`src/rtl/ftdi_pkg.sv`:
```
// Shared definitions for the FTDI UART receive and transmit paths.
package ftdi_pkg;

    typedef enum logic [2:0] {
        IDLE,
        START,
        DATA,
        PARITY,
        STOP,
        BREAK
    } rx_state_t;

    localparam logic FTDI_IDLE_LEVEL = 1'b1;

    // Clocks per oversample tick; integer division truncates.
    function automatic int unsigned baud_div(input int unsigned frequency,
                                             input int unsigned baud_rate,
                                             input int unsigned oversample);
        return frequency / (baud_rate * oversample);
    endfunction

endpackage

```
`src/rtl/ftdi_baud_tick.sv`:
```
// Free-running divider emitting a one-clock tick every DIV clocks.
module ftdi_baud_tick #(
    parameter int unsigned DIV = 27
) (
    input  logic clk,
    input  logic reset_n,
    output logic tick_o
);

    localparam int unsigned CW = (DIV > 1) ? $clog2(DIV) : 1;

    logic [CW-1:0] cnt_q, cnt_d;
    logic          tick_q, tick_d;

    always_comb begin
        cnt_d  = cnt_q + CW'(1);
        tick_d = 1'b0;
        if (cnt_q == CW'(DIV - 1)) begin
            cnt_d  = '0;
            tick_d = 1'b1;
        end
    end

    always_ff @(posedge clk or negedge reset_n) begin
        if (!reset_n) begin
            cnt_q  <= '0;
            tick_q <= 1'b0;
        end else begin
            cnt_q  <= cnt_d;
            tick_q <= tick_d;
        end
    end

    assign tick_o = tick_q;

endmodule

```
`src/rtl/ftdi_uart_rx.sv`:
```
// Oversampling UART receiver (8N1, or 8E1 with UART_RX_PARITY_EN) feeding a
// 2-entry FIFO with a valid/ready output and a full flag for host throttling.
module ftdi_uart_rx
    import ftdi_pkg::*;
#(
    parameter int unsigned FREQUENCY  = 50_000_000,
    parameter int unsigned BAUD_RATE  = 115_200,
    parameter int unsigned OVERSAMPLE = 16
) (
    input  logic       clk,
    input  logic       reset_n,
    input  logic       FTDI_TX,
    output logic [7:0] data,
    output logic       valid,
    input  logic       ready,
    output logic       flow_stop,
    output logic       frame_err,
    output logic       overrun,
    output logic       parity_err
);

    localparam int unsigned DIV   = baud_div(FREQUENCY, BAUD_RATE, OVERSAMPLE);
    localparam int unsigned CNT_W = $clog2(OVERSAMPLE);

    logic tick;

    ftdi_baud_tick #(.DIV(DIV)) u_tick (
        .clk     (clk),
        .reset_n (reset_n),
        .tick_o  (tick)
    );

    // Line synchroniser and edge history
    logic sync1_q, rxs_q, rxs_prev_q;

    // Framing FSM state
    rx_state_t        state_q, state_d;
    logic [CNT_W-1:0] scnt_q, scnt_d;
    logic [2:0]       bit_q, bit_d;
    logic [7:0]       shift_q, shift_d;
    logic             done_q, done_d;
    logic             frame_err_q, frame_err_d;

    // Push stage and FIFO
    logic             push_q;
    logic [7:0]       push_byte_q;
    logic [7:0]       mem_q [2];
    logic [7:0]       mem_d [2];
    logic             wr_q, wr_d, rd_q, rd_d;
    logic [1:0]       count_q, count_d;
    logic [7:0]       data_q, data_d;
    logic             valid_q, valid_d;
    logic             flow_stop_q, flow_stop_d;
    logic             overrun_q, overrun_d;
    logic             pop, wr_en;

`ifdef UART_RX_PARITY_EN
    logic par_bit_q, par_bit_d;
    logic par_bad_q, par_bad_d;
    logic push_par_q;
    logic parity_err_q, parity_err_d;
`endif

    wire full_sample = tick && (scnt_q == CNT_W'(OVERSAMPLE - 1));
    wire half_sample = tick && (scnt_q == CNT_W'(OVERSAMPLE / 2 - 1));

    always_comb begin
        state_d     = state_q;
        scnt_d      = scnt_q;
        bit_d       = bit_q;
        shift_d     = shift_q;
        done_d      = 1'b0;
        frame_err_d = 1'b0;
`ifdef UART_RX_PARITY_EN
        par_bit_d   = par_bit_q;
        par_bad_d   = par_bad_q;
`endif
        if (tick) scnt_d = scnt_q + CNT_W'(1);
        case (state_q)
            IDLE: begin
                scnt_d = scnt_q;
                if (rxs_prev_q && !rxs_q) begin
                    state_d = START;
                    scnt_d  = '0;
                end
            end
            START: if (half_sample) begin
                scnt_d  = '0;
                bit_d   = 3'd0;
                state_d = rxs_q ? IDLE : DATA;
            end
            DATA: if (full_sample) begin
                shift_d[bit_q] = rxs_q;
                scnt_d         = '0;
                bit_d          = bit_q + 3'd1;
`ifdef UART_RX_PARITY_EN
                if (bit_q == 3'd7) state_d = PARITY;
`else
                if (bit_q == 3'd7) state_d = STOP;
`endif
            end
`ifdef UART_RX_PARITY_EN
            PARITY: if (full_sample) begin
                par_bit_d = rxs_q;
                scnt_d    = '0;
                state_d   = STOP;
            end
`endif
            STOP: if (full_sample) begin
                scnt_d = '0;
                if (rxs_q) begin
                    done_d  = 1'b1;
                    state_d = IDLE;
`ifdef UART_RX_PARITY_EN
                    par_bad_d = (^shift_q) ^ par_bit_q;
`endif
                end else begin
                    frame_err_d = 1'b1;
                    state_d     = BREAK;
                end
            end
            BREAK: begin
                scnt_d = '0;
                if (rxs_q) state_d = IDLE;
            end
            default: state_d = IDLE;
        endcase
    end

    // FIFO: a full push with a simultaneous pop reuses the slot being freed.
    always_comb begin
        pop       = valid_q && ready;
        wr_en     = push_q && ((count_q != 2'd2) || pop);
        overrun_d = push_q && (count_q == 2'd2) && !pop;
        mem_d     = mem_q;
        wr_d      = wr_q;
        rd_d      = rd_q;
        count_d   = count_q;
        if (wr_en) begin
            mem_d[wr_q] = push_byte_q;
            wr_d        = ~wr_q;
        end
        if (pop) rd_d = ~rd_q;
        case ({wr_en, pop})
            2'b10:   count_d = count_q + 2'd1;
            2'b01:   count_d = count_q - 2'd1;
            default: count_d = count_q;
        endcase
        valid_d     = (count_d != 2'd0);
        flow_stop_d = (count_d == 2'd2);
        data_d      = valid_d ? mem_d[rd_d] : data_q;
`ifdef UART_RX_PARITY_EN
        parity_err_d = push_q && push_par_q;
`endif
    end

    always_ff @(posedge clk or negedge reset_n) begin
        if (!reset_n) begin
            sync1_q     <= FTDI_IDLE_LEVEL;
            rxs_q       <= FTDI_IDLE_LEVEL;
            rxs_prev_q  <= FTDI_IDLE_LEVEL;
            state_q     <= IDLE;
            scnt_q      <= '0;
            bit_q       <= 3'd0;
            shift_q     <= 8'd0;
            done_q      <= 1'b0;
            frame_err_q <= 1'b0;
            push_q      <= 1'b0;
            push_byte_q <= 8'd0;
            mem_q       <= '{default: 8'd0};
            wr_q        <= 1'b0;
            rd_q        <= 1'b0;
            count_q     <= 2'd0;
            data_q      <= 8'd0;
            valid_q     <= 1'b0;
            flow_stop_q <= 1'b0;
            overrun_q   <= 1'b0;
`ifdef UART_RX_PARITY_EN
            par_bit_q    <= 1'b0;
            par_bad_q    <= 1'b0;
            push_par_q   <= 1'b0;
            parity_err_q <= 1'b0;
`endif
        end else begin
            sync1_q     <= FTDI_TX;
            rxs_q       <= sync1_q;
            rxs_prev_q  <= rxs_q;
            state_q     <= state_d;
            scnt_q      <= scnt_d;
            bit_q       <= bit_d;
            shift_q     <= shift_d;
            done_q      <= done_d;
            frame_err_q <= frame_err_d;
            push_q      <= done_q;
            if (done_q) push_byte_q <= shift_q;
            mem_q       <= mem_d;
            wr_q        <= wr_d;
            rd_q        <= rd_d;
            count_q     <= count_d;
            data_q      <= data_d;
            valid_q     <= valid_d;
            flow_stop_q <= flow_stop_d;
            overrun_q   <= overrun_d;
`ifdef UART_RX_PARITY_EN
            par_bit_q    <= par_bit_d;
            par_bad_q    <= par_bad_d;
            push_par_q   <= done_q && par_bad_q;
            parity_err_q <= parity_err_d;
`endif
        end
    end

    assign data      = data_q;
    assign valid     = valid_q;
    assign flow_stop = flow_stop_q;
    assign frame_err = frame_err_q;
    assign overrun   = overrun_q;
`ifdef UART_RX_PARITY_EN
    assign parity_err = parity_err_q;
`else
    assign parity_err = 1'b0;
`endif

endmodule

```
`config.mk`:
```
export PLATFORM = sky130hd
export DESIGN_NAME = ftdi_uart_rx
export DESIGN_NICKNAME = d
export VERILOG_FILES = /design/src/rtl/ftdi_pkg.sv /design/src/rtl/ftdi_baud_tick.sv /design/src/rtl/ftdi_uart_rx.sv
export SDC_FILE = /design/constraint.sdc
export NUM_CORES = 1
export LEC_CHECK = 0
export CAP_MARGIN = 20
export CORE_MARGIN = 2
export CORE_UTILIZATION = 30
export DETAILED_ROUTE_END_ITERATION = 8
export GPL_TIMING_DRIVEN = 0
export PLACE_DENSITY = 0.45
export SETUP_SLACK_MARGIN = 0.2
export SLEW_MARGIN = 20
export SYNTH_ARGS = -nofsm -noshare
export SYNTH_HDL_FRONTEND = slang
export SYNTH_SLANG_ARGS = --single-unit
```
`constraint.sdc`:
```
create_clock -name clk -period 2.6 [get_ports clk]
set_input_delay 0.52 -clock clk [delete_from_list [all_inputs] [get_ports clk]]
set_output_delay 0.52 -clock clk [all_outputs]
set_load 0.02 [all_outputs]
```
==> qor.yml, run 1 <==
setup_path:
  r2r_start: "count_q[1]"
  worstPathArrival_ns: 2.53
  cp_cell_sequence: "clkdlybuf4s50_1, nand2_2, a21o_1, ha_4, nand2b_4, o22ai_2, clkbuf_4, buf_4, and2_1, a221o_1"
  start_kind: "primary input"
  path_max_fanout: 9
  cp_slowest_cell: "clkdlybuf4s50_1"
  r2r_cells: 9
  cpPeakStageDelay_ns: 0.47
  cp-end-kind: "flip-flop"
  cp-startpoint: "ready"
  rr_endpoint: "data[7]"
  reg2reg_setup_slack_ns: 0.45
  crit_required_ns: 2.83
  path_class: "primary input to flip-flop"
  endpoint: "data[7]"
clock_tree:
  htreeDepth: 3
  clk_path_buf_depth: 2
  root_buffer: "clkbuf_8"
  cts_sinks: 69
  clk_latency_ns: 0.35
  cts_tree: "done"
  cts_buffers: 9
  clkSlewWorstSetupHoldPaths_ns: 0.08
outcome:
  status: "finished, final reports clean"
sta:
  drv_slew: 0
  rsz0062_at_grt: "false"
  setup_viol: 0
  max_freq_mhz: 434.0
  fin_crit_ns: 2.304
  setup_tns_ns: 0
  tightest_slew_ns: 0.5988
  period_share_pct: 88.63
  fin_ws_ns: 0.2957
  relSlewSlack_pct: 60.08
  fin_skew_ns: 0.01112
  finalHoldViolCount: 0
  holdWs_ns: 0.07752
logic_synthesis:
  synth-edff-count: 0
  yosys_warnings: 0
  synth-seq-cells: 69
  synth_cell_types: 49
  syn-cell-area_um2: 3025
  synth_top_area_share_pct: 54.59
  syn_area_per_cell_um2: 13.10
  synth_seq_area_share_pct: 57.20
  async_reset_ff_share_pct: 100.0
  synth_area_leader_cell: "dfrtp_1"
  synth.area.top_cells: "dfrtp_1 55%, mux2_2 10%, a221o_1 2.6%"
  synth_ff_type: "dfrtp_1"
  synthesis.nets: 241
  syn_inst: 231
die:
  start_util_pct: 30.95
  io-pin-count: 17
  coreArea_um2: 9774
  fp.dieH_um: 104.4
  die_x_um: 104.4
  die_area_um2: 10900
  rows: 36
place:
  placed_cell_area_um2: 3367
  dp_hpwl_mm: 3.638
  gp_congestion: 0.7397
  pre_cts_slack_ns: -0.4914
  port_buffers: 15
  dp.cells: 380
route:
  vias: 1811
  post_drt_wl_per_cell_um: 13.63
  drtAntennaViolNets: 0
  finalWirelength_mm: 5.411
  drt_iter0_drc: 57
  via_per_inst: 4.562
  drc: 0
  drt-pass1-iter-count: 4
finish:
  utilization_pct: 36.94
  layout-drive-gt1-share_pct: 25.76
  n_antenna_cell: 0
  finalNetCount: 269
  final_cell_area_um2: 3611
  stdcell_count: 397
  syn_to_final_growth_pct: 19.35
min_path:
  min_path_type: "primary input to async pin"
power_and_ir_drop:
  irDropWorstVdd_v: 0.0002668
  power.total_mw: 2.448
  power_density_nw_per_um2: 677.9
  total_leakage_power_nw: 1.665
grt:
  antenna_found_initial: 0
  grt_max_degree: 44
  grt_pass1_vias: 1848
  gr-usage-all-layers_pct: 10.87
  grt_pass1_wl_mm: 9.487
  grt.overflow.total: 0
run:
  maxCapViolations: 0
[critical path: cells and delay by family]
family                     cells  cell delay [ns]
AOI/OAI and AO/OA              3             0.56
and+or+nand+nor                3             0.38
buffers and inverters          3             0.79
adders and majority gates      1             0.28
[cell usage after synthesis, types with 4 or more instances]
| cell type | number |
|---|---|
| and3_1 | 4 |
| a221o_1 | 8 |
| inv_1 | 6 |
| o21ai_0 | 6 |
| nor2_1 | 14 |
| xnor2_1 | 4 |
| ha_1 | 6 |
| a22o_1 | 6 |
| mux2_2 | 28 |
| dfrtp_1 | 66 |
| clkbuf_1 | 6 |
| and2_1 | 10 |
| xor2_1 | 5 |
| nand2_1 | 6 |
[timing repair]
action                                  CTS  global route
gates resized for setup                   3             4
hold buffers                              0             0
pin swaps                                 0             2
hold endpoints to repair                  0             0
endpoints found under the setup margin    8             8
buffers inserted                          1             0
[power breakdown]
| group | switching, mW | internal, mW |
|---|---|---|
| clock | 0.414 | 0.471 |
| sequential | 0.0463 | 1.12 |
| combinational | 0.231 | 0.163 |
| total | 0.691 | 1.76 |
[routing by layer]
layer	GRT usage [%]	routed length [um]	vias up
li1	-	-	886
met1	14.26	2622	887
met2	16.57	2500	36
met3	4.261	263	2
met4	3.185	25	0
met5	0	0	-
[cells by family (layout without fill, tap and decap cells)]
group / after synthesis / after routing / synth area share, %
and+or+nand+nor: 60 / 60 / 12.94
adders and majority gates: 6 / 6 / 2.481
muxes: 34 / 34 / 12.99
buffers and inverters: 18 / 51 / 2.647
DFF: 69 / 69 / 57.20
xor gates and xnor gates: 9 / 9 / 2.605
AOI/OAI and AO/OA: 34 / 34 / 9.016
other: 1 / 1 / 0.1240
[worst min-delay path by stage]
stage / cells past startpoint / startpoint / slack [ns] / endpoint
finish: 1 / reset_n / 0.08 / flow_stop
global placement: 0 / sync1_q / 0.35 / rxs_q
CTS: 1 / reset_n / 0.09 / count_q[1]
detailed placement: 0 / sync1_q / 0.35 / rxs_q
global route: 1 / reset_n / 0.09 / flow_stop
floorplan: 0 / reset_n / 0.22 / bit_q[0]
[registers in the layout, indices dropped and copies added, names as in the netlist, 2 cells and up]
signal,flops
data,8
push_byte_q,8
count_q,2
mem_q,16
shift_q,8
u_tick.cnt_q,5
bit_q,3
scnt_q,4
state_q,3
[cells in the final DEF, fill, tap and decap left out, types with 6 or more instances in the layout]
cell type	synthesis	routed
clkdlybuf4s50_1	0	14
nor2_1	14	13
a221o_1	8	8
dfrtp_1	66	66
clkbuf_1	6	6
and2_1	10	10
clkbuf_8	0	10
inv_1	6	6
a22o_1	6	6
mux2_2	28	28
o21ai_0	6	6
[layout make-up]
class / instances / area [um^2]
Tap cell: 133 / 166.4
Timing Repair Buffer: 17 / 182.7
Sequential cell: 69 / 1730
Buffer: 12 / 61.31
Clock inverter: 5 / 60.06
Inverter: 6 / 22.52
Clock buffer: 11 / 141.4
Multi-Input combinational cell: 144 / 1246
Fill cell: 992 / 6163
Power figures use the tool's default switching activity.
==> run 2: changes to the inputs <==
==> constraint.sdc (replaced) <==
create_clock -name clk -period 2.6 [get_ports clk]
set_input_delay 0.39 -clock clk [delete_from_list [all_inputs] [get_ports clk]]
set_output_delay 0.39 -clock clk [all_outputs]
set_load 0.02 [all_outputs]
==> qor.yml, run 2 (same netlist as run 1, synthesis figures left out) <==
place:
  gp_congestion: 0.7397
  dp_hpwl_mm: 3.638
  placed_cell_area_um2: 3367
  port_buffers: 15
sta:
  finalHoldViolCount: 0
  tightest_slew_ns: 0.6158
  fin_crit_ns: 2.264
  max_freq_mhz: 441.8
  setup_viol: 0
  fin_skew_ns: 0.01288
  rsz0062_at_grt: "false"
  period_share_pct: 87.06
  drv_slew: 0
  holdWs_ns: 0.3578
  relSlewSlack_pct: 58.95
setup_path:
  cp-end-kind: "flip-flop"
  path_max_fanout: 10
  start_kind: "primary input"
  path_class: "primary input to flip-flop"
  crit_required_ns: 2.83
  r2r_cells: 8
  worstPathArrival_ns: 2.49
grt:
  grt.overflow.total: 0
  grt_max_degree: 44
  grt_pass1_vias: 1846
  gr-usage-all-layers_pct: 10.81
  grt_pass1_wl_mm: 9.446
  antenna_found_initial: 0
clock_tree:
  cts_tree: "done"
  clk_path_buf_depth: 2
  root_buffer: "clkbuf_8"
  clk_latency_ns: 0.35
  cts_buffers: 9
  clkSlewWorstSetupHoldPaths_ns: 0.08
  htreeDepth: 3
  cts_sinks: 69
run:
  maxCapViolations: 0
power_and_ir_drop:
  total_leakage_power_nw: 1.656
  power.total_mw: 2.416
  irDropWorstVdd_v: 0.0002682
  power_density_nw_per_um2: 672.8
finish:
  layout-drive-gt1-share_pct: 24.24
  multi_input_area_um2: 1224
  nFillCells: 986
  layout_common_cells: "66 x dfrtp_1, 28 x mux2_2, 14 x clkdlybuf4s50_1, 13 x nor2_1"
  largest_reg_flops: 16
  final_cell_area_um2: 3591
  regArea_um2: 1730
  syn_to_final_growth_pct: 18.69
  regMostFlops: "mem_q"
  layout_commonest_cell: "dfrtp_1"
  n_antenna_cell: 0
  finalNetCount: 269
route:
  post_drt_wl_per_cell_um: 13.54
  drc: 0
  vias: 1803
  via_per_inst: 4.542
  drt-pass1-iter-count: 4
  drtAntennaViolNets: 0
  drt_iter0_drc: 69
  finalWirelength_mm: 5.375
min_path:
  holdPathStages: 0
  min_path_type: "flip-flop to flip-flop"
die:
  io-pin-count: 17
  fp.dieH_um: 104.4
  die_x_um: 104.4
  coreArea_um2: 9774
  die_area_um2: 10900
  start_util_pct: 30.95
  rows: 36
outcome:
  status: "finished, final reports clean"
-- run 2: cell type report --
class | count | area share, %
multi-input combinational | 144 | 34.08
clock inverter | 5 | 1.672
buffer | 12 | 1.707
clock buffer | 11 | 3.937
timing repair buffer | 17 | 5.157
sequential | 69 | 48.19
tap | 133 | 4.634
inverter | 6 | 0.6272
-- run 2: worst max-delay path, stage by stage --
cell and delay, ns:
clkdlybuf4s50_1 0.45, nand2_1 0.14, a21o_1 0.22, ha_1 0.33, nand2b_1 0.18, o22ai_2 0.13, buf_4 0.19, nor2_2 0.09
a221o_1 0.36
-- run 2: stage by stage --
step / worst slack [ns] / utilization [%] / TNS (ns) / instances
2_1_floorplan: 0.3782 / - / 0 / 231
3_3_place_gp: -1.350 / 34.19 / -93.09 / 379
3_5_place_dp: -0.3614 / 34.45 / -2.848 / 380
4_1_cts: 0.2049 / 36.65 / 0 / 397
5_1_grt: 0.2270 / 36.74 / 0 / 397
6_report: 0.3364 / 36.74 / 0 / 397
-- run 2: timing repair --
action | 4_1_cts | 5_1_grt
buffers inserted | 0 | 0
endpoints found under the setup margin | 8 | 8
hold buffers | 1 | 0
hold endpoints to repair | 23 | 0
gates resized for setup | 2 | 3
-- run 2: report_power, final --
part | total [mW] | switching (mW) | internal [mW]
clock network | 0.886 | 0.415 | 0.471
logic | 0.367 | 0.223 | 0.143
registers | 1.16 | 0.0405 | 1.12
-- run 2: final timing paths --
| path | startpoint | endpoint | slack [ns] |
|---|---|---|---|
| setup / recovery | ready | data[0] | 0.34 |
| hold / removal | sync1_q | rxs_q | 0.36 |
| setup reg to reg | count_q[1] | data[0] | 0.39 |
| hold reg to reg | sync1_q | rxs_q | 0.36 |
| max in group asynchronous | reset_n | state_q[1] | 1.55 |
| min in group asynchronous | reset_n | count_q[1] | 0.50 |
-- run 2: layer usage --
layer | wire length, um | share of wire (%) | vias to the layer above | GRT usage [%]
li1 | - | - | 884 | -
met1 | 2679 | 50 | 882 | 14.26
met2 | 2422 | 45 | 35 | 16.43
met3 | 247 | 4.6 | 2 | 4.198
met4 | 26 | 0.48 | 0 | 3.185
met5 | 0 | 0 | - | 0
==> run 3: changes to the inputs <==
--- a/config.mk
+++ b/config.mk
@@ -5,7 +5,6 @@
 export SDC_FILE = /design/constraint.sdc
 export NUM_CORES = 1
 export LEC_CHECK = 0
-export CAP_MARGIN = 20
 export CORE_MARGIN = 2
 export CORE_UTILIZATION = 30
 export DETAILED_ROUTE_END_ITERATION = 8
@@ -15,4 +14,5 @@
 export SLEW_MARGIN = 20
 export SYNTH_ARGS = -nofsm -noshare
 export SYNTH_HDL_FRONTEND = slang
+export SYNTH_HIERARCHICAL = 1
 export SYNTH_SLANG_ARGS = --single-unit
==> qor.yml, run 3 <==
die:
  start_util_pct: 30.43
  io-pin-count: 17
  coreArea_um2: 10140
  die_x_um: 105.4
  rows: 37
  die_area_um2: 11110
  fp.dieH_um: 105.4
clock_tree:
  cts_setup_buffers: 0
  clkSlewWorstSetupHoldPaths_ns: 0.07
  root_buffer: "clkbuf_8"
  cts_tree: "done"
  cts_buffers: 9
  htreeDepth: 3
  cts_sinks: 69
  clk_latency_ns: 0.34
  clk_path_buf_depth: 2
finish:
  layout_common_cells: "66 x dfrtp_1, 29 x mux2_2, 14 x clkdlybuf4s50_1, 10 x and2_1, 10 x clkbuf_8"
  finalNetCount: 279
  layout-drive-gt1-share_pct: 25.18
  n_antenna_cell: 0
  stdcell_count: 410
  largest_reg_flops: 16
  layout_commonest_cell: "dfrtp_1"
  regMostFlops: "mem_q"
  syn_to_final_growth_pct: 18.78
  utilization_pct: 36.15
sta:
  drv_slew: 0
  fin_crit_ns: 2.283
  finalHoldViolCount: 0
  max_freq_mhz: 438.1
  fin_skew_ns: 0.01276
  period_share_pct: 87.79
  setup_viol: 0
  rsz0062_at_grt: "false"
  holdWs_ns: 0.3567
logic_synthesis:
  synth.area.top_cells: "dfrtp_1 54%, mux2_2 11%, a221o_1 2.6%"
  synth_ff_type: "dfrtp_1"
  synth_top_area_share_pct: 53.53
  yosys_warnings: 6
  syn_inst: 241
  synth-edff-count: 0
  synth_area_leader_cell: "dfrtp_1"
  synth-seq-cells: 69
  syn_area_per_cell_um2: 12.80
  post-synth-top-count-cell: "dfrtp_1"
  synth_seq_area_share_pct: 56.08
  synth_cell_types: 54
  async_reset_ff_share_pct: 100.0
  synthesis.nets: 251
  syn-cell-area_um2: 3085
  yosys-top-cells-count: "66 x dfrtp_1, 29 x mux2_2, 10 x and2_1"
power_and_ir_drop:
  total_leakage_power_nw: 1.691
  irDropWorstVdd_v: 0.0003261
  power_density_nw_per_um2: 689.1
place:
  dp_hpwl_mm: 3.746
  port_buffers: 15
  dp.cells: 393
  gp_congestion: 0.7193
setup_path:
  start_kind: "primary input"
  crit_required_ns: 2.82
  cp-end-kind: "flip-flop"
  cpPeakStageDelay_ns: 0.46
  worstPathArrival_ns: 2.51
  cp_slowest_cell: "clkdlybuf4s50_1"
  critPathBufInv: 3
  path_max_fanout: 10
  path_class: "primary input to flip-flop"
  cp_cell_sequence: "clkdlybuf4s50_1, and2_4, buf_6, o21ai_1, ha_1, nor2b_2, a22o_1, clkbuf_4, and2_1, a221o_1"
  critical_path.top_delay_family: "buffers and inverters"
route:
  drt_iter0_drc: 90
  drt-pass1-iter-count: 6
  drtAntennaViolNets: 0
  drc: 0
  post_drt_wl_per_cell_um: 13.43
  via_per_inst: 4.654
  vias: 1908
  finalWirelength_mm: 5.506
grt:
  gr-usage-all-layers_pct: 11.22
  grt_pass1_wl_mm: 9.763
  antenna_found_initial: 0
  grt.overflow.total: 0
  use_met3_pct: 3.525
  grt_max_degree: 39
  grt_util_met2_pct: 16.68
  top_usage_layer: "met2"
  met1_usage_pct: 15.26
  grt_pass1_vias: 1935
min_path:
  min_path_type: "flip-flop to flip-flop"
outcome:
  status: "finished, final reports clean"
run:
  maxCapViolations: 0
==> run 3: cell types whose count changed after synthesis, moves of 4 or more <==
cell	before	now
nor3b_1	0	5
nor2b_1	3	7
nor3_1	1	7
nor2_1	14	8
==> run 3: final timing paths <==
path | slack, ns | end | startpoint | cells after the start
worst min register to register | 0.36 | rxs_q | sync1_q | 0
worst max register to register | 0.42 | data[5] | valid | 9
worst min-delay path | 0.36 | rxs_q | sync1_q | 0
worst max-delay path | 0.32 | data[1] | ready | 10
min in group asynchronous | 0.52 | wr_q | reset_n | 2
max in group asynchronous | 1.46 | rxs_q | reset_n | 3
==> run 3: power by group <==
part / internal (mW) / switching (mW) / total (mW) / leakage (nW)
Clock: 0.564 / 0.407 / 0.971 / 0.112
Sequential: 1.11 / 0.0365 / 1.15 / 0.917
Combinational: 0.155 / 0.248 / 0.403 / 0.662
Total: 1.83 / 0.691 / 2.53 / 1.69
==> run 3: area by class of cell <==
class / instances / area (um^2)
multi-input cells: 156 / 1274
clock inverters: 6 / 86.33
well taps: 136 / 170.2
repair buffers: 17 / 177.7
clock buffers: 10 / 137.6
inverters: 4 / 15.01
plain buffers: 12 / 73.82
fillers: 1005 / 6474
flip-flops and latches: 69 / 1730
==> run 3: logic make-up after synthesis <==
group	count (synthesis)	synth area share, %
multiplexers	33	12.00
other	1	0.1215
buffers and inverters	16	2.798
adder cells (fa/ha/maj)	6	2.433
AND/OR/NAND/NOR	73	14.44
XOR/XNOR	8	2.271
flip-flops	69	56.08
AO/OA/AOI/OAI	35	9.855
==> run 3: layer usage <==
| metal | wire length, um | up-vias |
|---|---|---|
| met3 | 167 | 7 |
| met2 | 2529 | 31 |
| met4 | 63 | 0 |
| li1 | - | 921 |
| met5 | 0 | - |
| met1 | 2745 | 949 |
==> run 3: per-stage QoR <==
| step | area (um^2) | setup slack (ns) | setup TNS [ns] | total power, mW |
|---|---|---|---|---|
| finish | 3665 | 0.3174 | 0 | 2.525 |
| global route | 3665 | 0.2317 | 0 | 2.671 |
| CTS | 3662 | 0.2542 | 0 | 2.569 |
| detailed placement | 3423 | -0.1688 | -1.293 | 1.563 |
| global placement | 3406 | -1.354 | -92.07 | 1.558 |
| floorplan | 3085 | 0.4468 | 0 | 1.423 |
==> run 3: what timing repair did <==
action | in CTS | in global routing
setup endpoints to repair | 7 | 8
hold endpoints to repair | 30 | 0
hold buffers | 1 | 0
resized for setup | 1 | 2
